**config.mk**
```make
export PLATFORM = sky130hd
export DESIGN_NAME = parking_sensor_conditioner
export DESIGN_NICKNAME = d
export VERILOG_FILES = /design/src/rtl/parking_sensor_conditioner.sv
export SDC_FILE = /design/constraint.sdc
export NUM_CORES = 1
export LEC_CHECK = 0
export CORE_MARGIN = 1
export CORE_UTILIZATION = 43
export DETAILED_ROUTE_END_ITERATION = 12
export HOLD_SLACK_MARGIN = 0.06
export PLACE_DENSITY = 0.69
export SLEW_MARGIN = 20
export SYNTH_ARGS = -nofsm -noshare
export SYNTH_HDL_FRONTEND = slang
export SYNTH_SLANG_ARGS = --single-unit
```
**constraint.sdc**
```tcl
create_clock -name clk -period 2.2 [get_ports clk]
set_clock_uncertainty 0.1 [all_clocks]
set_input_delay 0.44 -clock clk [delete_from_list [all_inputs] [get_ports clk]]
set_output_delay 0.44 -clock clk [all_outputs]
set_load 0.05 [all_outputs]
```
**src/rtl/parking_sensor_conditioner.sv**
```systemverilog
// parking_sensor_conditioner
//   Front end for the parking controller. It synchronises and debounces the
//   raw entrance/exit sensor lines and drives the clean levels consumed by
//   parking_system. It also produces one-cycle arrival/departure strobes and
//   keeps a saturating occupancy count with full/empty flags.
//
//   Optional feature macro: SENSOR_STUCK_DETECT_EN
//     defined   - a per-channel clean-high duration counter sets a sticky
//                 stuck_fault once either channel stays high STUCK_CYCLES cycles
//     undefined - no stuck counters are built and stuck_fault is tied to 0
//
// Ports
//   clk              in   rising-edge clock for all state
//   reset_n          in   asynchronous active-low reset
//   raw_entrance     in   unsynchronised entrance sensor
//   raw_exit         in   unsynchronised exit sensor
//   sensor_entrance  out  debounced entrance level
//   sensor_exit      out  debounced exit level
//   entrance_pulse   out  one-cycle strobe on a clean entrance rise
//   exit_pulse       out  one-cycle strobe on a clean exit rise
//   occupancy        out  cars currently inside (saturating, no wrap)
//   lot_full         out  occupancy == CAPACITY
//   lot_empty        out  occupancy == 0
//   stuck_fault      out  sticky stuck-sensor flag
module parking_sensor_conditioner #(
    parameter int unsigned DEBOUNCE_CYCLES = 4,
    parameter int unsigned CAPACITY        = 15,
    parameter int unsigned COUNT_W         = 4,
    parameter int unsigned STUCK_CYCLES    = 1024
) (
    input  logic               clk,
    input  logic               reset_n,
    input  logic               raw_entrance,
    input  logic               raw_exit,
    output logic               sensor_entrance,
    output logic               sensor_exit,
    output logic               entrance_pulse,
    output logic               exit_pulse,
    output logic [COUNT_W-1:0] occupancy,
    output logic               lot_full,
    output logic               lot_empty,
    output logic               stuck_fault
);

    localparam int unsigned DB_W   = $clog2(DEBOUNCE_CYCLES + 1);
    localparam int unsigned CH_ENT = 0;
    localparam int unsigned CH_EXT = 1;

    // Channel vectors: bit 0 = entrance, bit 1 = exit.
    logic [1:0] raw;
    logic [1:0] sync1_q, sync1_d;
    logic [1:0] sync2_q, sync2_d;
    logic [1:0] clean_q, clean_d;
    logic [1:0] pulse_q, pulse_d;

    logic [DB_W-1:0] db_cnt_q [2];
    logic [DB_W-1:0] db_cnt_d [2];

    logic [COUNT_W-1:0] occ_q, occ_d;
    logic               full, empty;

    assign raw = {raw_exit, raw_entrance};

    // Synchroniser, debounce counter and clean level, per channel.
    // The counter only ever holds DEBOUNCE_CYCLES-1 at most: the step that
    // would reach DEBOUNCE_CYCLES toggles the clean level and clears instead.
    always_comb begin
        sync1_d = raw;
        sync2_d = sync1_q;
        clean_d = clean_q;
        for (int unsigned ch = 0; ch < 2; ch++) begin
            db_cnt_d[ch] = '0;
            if (sync2_q[ch] != clean_q[ch]) begin
                if (db_cnt_q[ch] == DB_W'(DEBOUNCE_CYCLES - 1)) begin
                    clean_d[ch] = ~clean_q[ch];
                end else begin
                    db_cnt_d[ch] = db_cnt_q[ch] + 1'b1;
                end
            end
        end
        // Strobe registered alongside the clean rise so both appear on one edge.
        pulse_d = clean_d & ~clean_q;
    end

    assign full  = (occ_q == COUNT_W'(CAPACITY));
    assign empty = (occ_q == '0);

    // Occupancy acts on the registered strobes, one edge after the pulse.
    always_comb begin
        occ_d = occ_q;
        case ({pulse_q[CH_EXT], pulse_q[CH_ENT]})
            2'b01:   if (!full)  occ_d = occ_q + 1'b1;
            2'b10:   if (!empty) occ_d = occ_q - 1'b1;
            default: occ_d = occ_q;
        endcase
    end

    always_ff @(posedge clk or negedge reset_n) begin
        if (!reset_n) begin
            sync1_q <= '0;
            sync2_q <= '0;
            clean_q <= '0;
            pulse_q <= '0;
            occ_q   <= '0;
            for (int unsigned ch = 0; ch < 2; ch++) begin
                db_cnt_q[ch] <= '0;
            end
        end else begin
            sync1_q <= sync1_d;
            sync2_q <= sync2_d;
            clean_q <= clean_d;
            pulse_q <= pulse_d;
            occ_q   <= occ_d;
            for (int unsigned ch = 0; ch < 2; ch++) begin
                db_cnt_q[ch] <= db_cnt_d[ch];
            end
        end
    end

`ifdef SENSOR_STUCK_DETECT_EN
    localparam int unsigned ST_W = $clog2(STUCK_CYCLES + 1);

    logic [ST_W-1:0] stuck_cnt_q [2];
    logic [ST_W-1:0] stuck_cnt_d [2];
    logic            stuck_q, stuck_d;

    // Duration counters saturate at the limit so a long-held level cannot wrap.
    always_comb begin
        stuck_d = stuck_q;
        for (int unsigned ch = 0; ch < 2; ch++) begin
            stuck_cnt_d[ch] = '0;
            if (clean_q[ch]) begin
                if (stuck_cnt_q[ch] == ST_W'(STUCK_CYCLES)) begin
                    stuck_cnt_d[ch] = stuck_cnt_q[ch];
                end else begin
                    stuck_cnt_d[ch] = stuck_cnt_q[ch] + 1'b1;
                end
            end
            if (stuck_cnt_d[ch] == ST_W'(STUCK_CYCLES)) begin
                stuck_d = 1'b1;
            end
        end
    end

    always_ff @(posedge clk or negedge reset_n) begin
        if (!reset_n) begin
            stuck_q <= 1'b0;
            for (int unsigned ch = 0; ch < 2; ch++) begin
                stuck_cnt_q[ch] <= '0;
            end
        end else begin
            stuck_q <= stuck_d;
            for (int unsigned ch = 0; ch < 2; ch++) begin
                stuck_cnt_q[ch] <= stuck_cnt_d[ch];
            end
        end
    end

    assign stuck_fault = stuck_q;
`else
    assign stuck_fault = 1'b0;
`endif

    assign sensor_entrance = clean_q[CH_ENT];
    assign sensor_exit     = clean_q[CH_EXT];
    assign entrance_pulse  = pulse_q[CH_ENT];
    assign exit_pulse      = pulse_q[CH_EXT];
    assign occupancy       = occ_q;
    assign lot_full        = full;
    assign lot_empty       = empty;

endmodule

```
==> out/summary.txt, run 1 <==
Max transition margin: 66.3%
CTS clk-pin slew, worst paths: 100 ps
DRT Wirelength: 1070 um
wire per inst: 12.3 um
Die W: 43.8 um
Overflow after GRT: 0
latest clock arrival within the worst-skew pair: 280 ps
DP Area: 902 um2
clk buf depth: 2
HP Start: sync1_q[1]
I/O pin total: 15
Yosys top cell area share: 59.9%
CP arrival: 1600 ps
crit path max fanout: 5
Final Wtd Congestion: 0.839
Mean Syn Cell Area: 13.7 um2
Max-Cap Viols: 0
CTS sink count: 18
Worst VDD drop: 0.709 mV
Worst path slowest cell: clkdlybuf4s50_1
# diodes: 0
CTS tree: done
hold endpoint: sync2_q[1]
H-tree depth: 1
first-pass GRT wire length: 2000 um
footprint of the multi-input gates: 282 um2
register area: 450 um2
final instance area: 941 um2
endpoints failing setup: 0
core area: 1580 um2
row count: 14
Port Buffers: 13
Leak: 0.434 nW
async set-reset flop share out of synthesis: 100%
initial antenna violation count: 0
Num CTS Buffers: 3
RSZ-0062 raised after global routing: false
Mapped Nets: 62
Pre-antenna DRT Iters: 8
all-layer global routing usage: 14.6%
Hold Crit Class: flop to flop
Fill cells: 129
synth cell count leaders: dfrtp_1, nor3b_1, xnor2_1, ha_1, nand2b_1
top_reg_cell synth: dfrtp_1
area grow syn2layout: 25.1%
Worst Setup Start Kind: flop
Initial Utilization: 47.7%
worst r2r path cells: 6
crit end category: output port
Min Hold Slack: 260 ps
Post-Syn Area: 752 um2
die height: 43.8 um
Slew Limit Fails: 0
dpl hpwl: 763 um
largest net degree at the start of global routing: 19
Post-DRT Antenna Nets: 0
Setup TNS: 0 ps
run status: finished with violations
vias post-DR: 469
# DRC: 2
top cells by area, synth: dfrtp_1, nor3b_1, xnor2_1
#FFs+latches synth: 18
period utilization: 97.1%
Worst-Margin Slew: 504 ps
Worst Path Required: 1660 ps
cells after synthesis: 55
reg-to-reg endpoint: occupancy[2]
leading area contributor after synthesis: dfrtp_1
vias in the first global route: 485
clock root cell: clkbuf_4
crit path cell chain: clkdlybuf4s50_1
failing checks: DRC
Min-Delay Path Depth: 0
Top delay family on crit path: buffers and inverters
Core Util, Final: 59.7%
top-count cell post-synth: dfrtp_1
setup slack, reg-to-reg: 490 ps
Die ar.: 1920 um2
minimum clock period: 2140 ps
Worst Setup Path Type: flop to output port
post-layout net count: 79
Detailed Route Iter0 Violations: 3
Synth warnings: 0
Max stage delay on crit path: 840 ps
worst r2r src: pulse_q[0]
final hold vios: 0
Distinct cells, synth: 21
register area share after synthesis: 59.9%
Buf/Inv on CP: 1
share of cells above drive strength 1: 18.3%
Max Freq: 468 MHz
PD cells: 1350 nW/um2
via/cell ratio: 5.39
Post-synth EDFFs: 0
-- kinds of logic (layout without fill, tap and decap cells) --
group,after synthesis,count (layout),share of synthesized area [%]
buf+inv,4,20,2.66
mux,3,3,4.99
xor+xnor,5,5,5.82
fa+ha+maj,3,3,4.99
flops,18,18,59.9
compound gates,5,5,4.49
simple gates,16,16,16.6
other cells,1,1,0.499
-- layer usage --
metal,global-route usage [%],routed length (um)
met1,17.6,531
met2,23.0,467
met3,3.75,56
met4,9.38,19
met5,0,0
-- flip-flops by register name, summed over array words and instances (netlist names) --
signal     cells
sync2_q        2
pulse_q        2
occupancy      4
db_cnt_q       6
clean_q        2
sync1_q        2
-- stage by stage --
step / instances / setup slack [ps] / power [W]
floorplan: 55 / 125 / 0.000916
global placement: 83 / 373 / 0.00108
detailed placement: 83 / 349 / 0.00109
CTS: 87 / 20.6 / 0.00129
global route: 87 / 9.26 / 0.00135
finish: 87 / 64.3 / 0.00127
-- placed cells by master (no fill, tap or decap), drive strengths merged, types with 3 or more instances in the layout --
cell           Yosys  routed
buf                1       4
clkbuf             1       4
clkdlybuf4s50      0       9
dfrtp             18      18
ha                 3       3
mux2               3       3
nand2b             3       3
nor3b              6       6
xnor2              5       5
-- area by class of cell --
cell class,count,area share (%)
Tap cell,16,2.13
Inverter,2,0.798
Sequential cell,18,47.9
Multi-Input combinational cell,33,29.9
Timing Repair Buffer,14,15.4
Clock buffer,4,3.86
-- what timing repair did --
action | CTS | global route
setup endpoints to repair | 0 | 1
buffers inserted | 0 | 0
hold buffers | 0 | 0
resized for setup | 0 | 1
-- worst max-delay path by stage --
stage,startpoint,endpoint,slack (ps),cells past startpoint
floorplan,occupancy[0],occupancy[1],120,3
global placement,occupancy[2],occupancy[2],370,1
detailed placement,occupancy[2],occupancy[2],350,1
CTS,occupancy[2],occupancy[2],20,1
global route,occupancy[3],occupancy[3],9,1
finish,occupancy[0],occupancy[0],60,1
-- where the power goes --
group / switching (W) / internal [W]
sequential: 0.000107 / 0.000416
combinational: 0.000327 / 0.000225
clock: 0.0000933 / 0.000101
total: 0.000527 / 0.000742
Power figures use the tool's default switching activity.
==> run 2, diff against run 1 <==
--- a/config.mk
+++ b/config.mk
@@ -5,6 +5,7 @@
 export SDC_FILE = /design/constraint.sdc
 export NUM_CORES = 1
 export LEC_CHECK = 0
+export ABC_CLOCK_PERIOD_IN_PS = 2200
 export CORE_MARGIN = 1
 export CORE_UTILIZATION = 43
 export DETAILED_ROUTE_END_ITERATION = 12
==> results of run 2 <==
No change in the layout: final DEF, timing and power equal those of run 1.
==> run 3, diff against run 2 <==
--- a/config.mk
+++ b/config.mk
@@ -8,6 +8,7 @@
 export ABC_CLOCK_PERIOD_IN_PS = 2200
 export CORE_MARGIN = 1
 export CORE_UTILIZATION = 43
+export CTS_CLUSTER_SIZE = 25
 export DETAILED_ROUTE_END_ITERATION = 12
 export HOLD_SLACK_MARGIN = 0.06
 export PLACE_DENSITY = 0.69
==> results of run 3 <==
No change in the layout: final DEF, timing and power equal those of run 1.
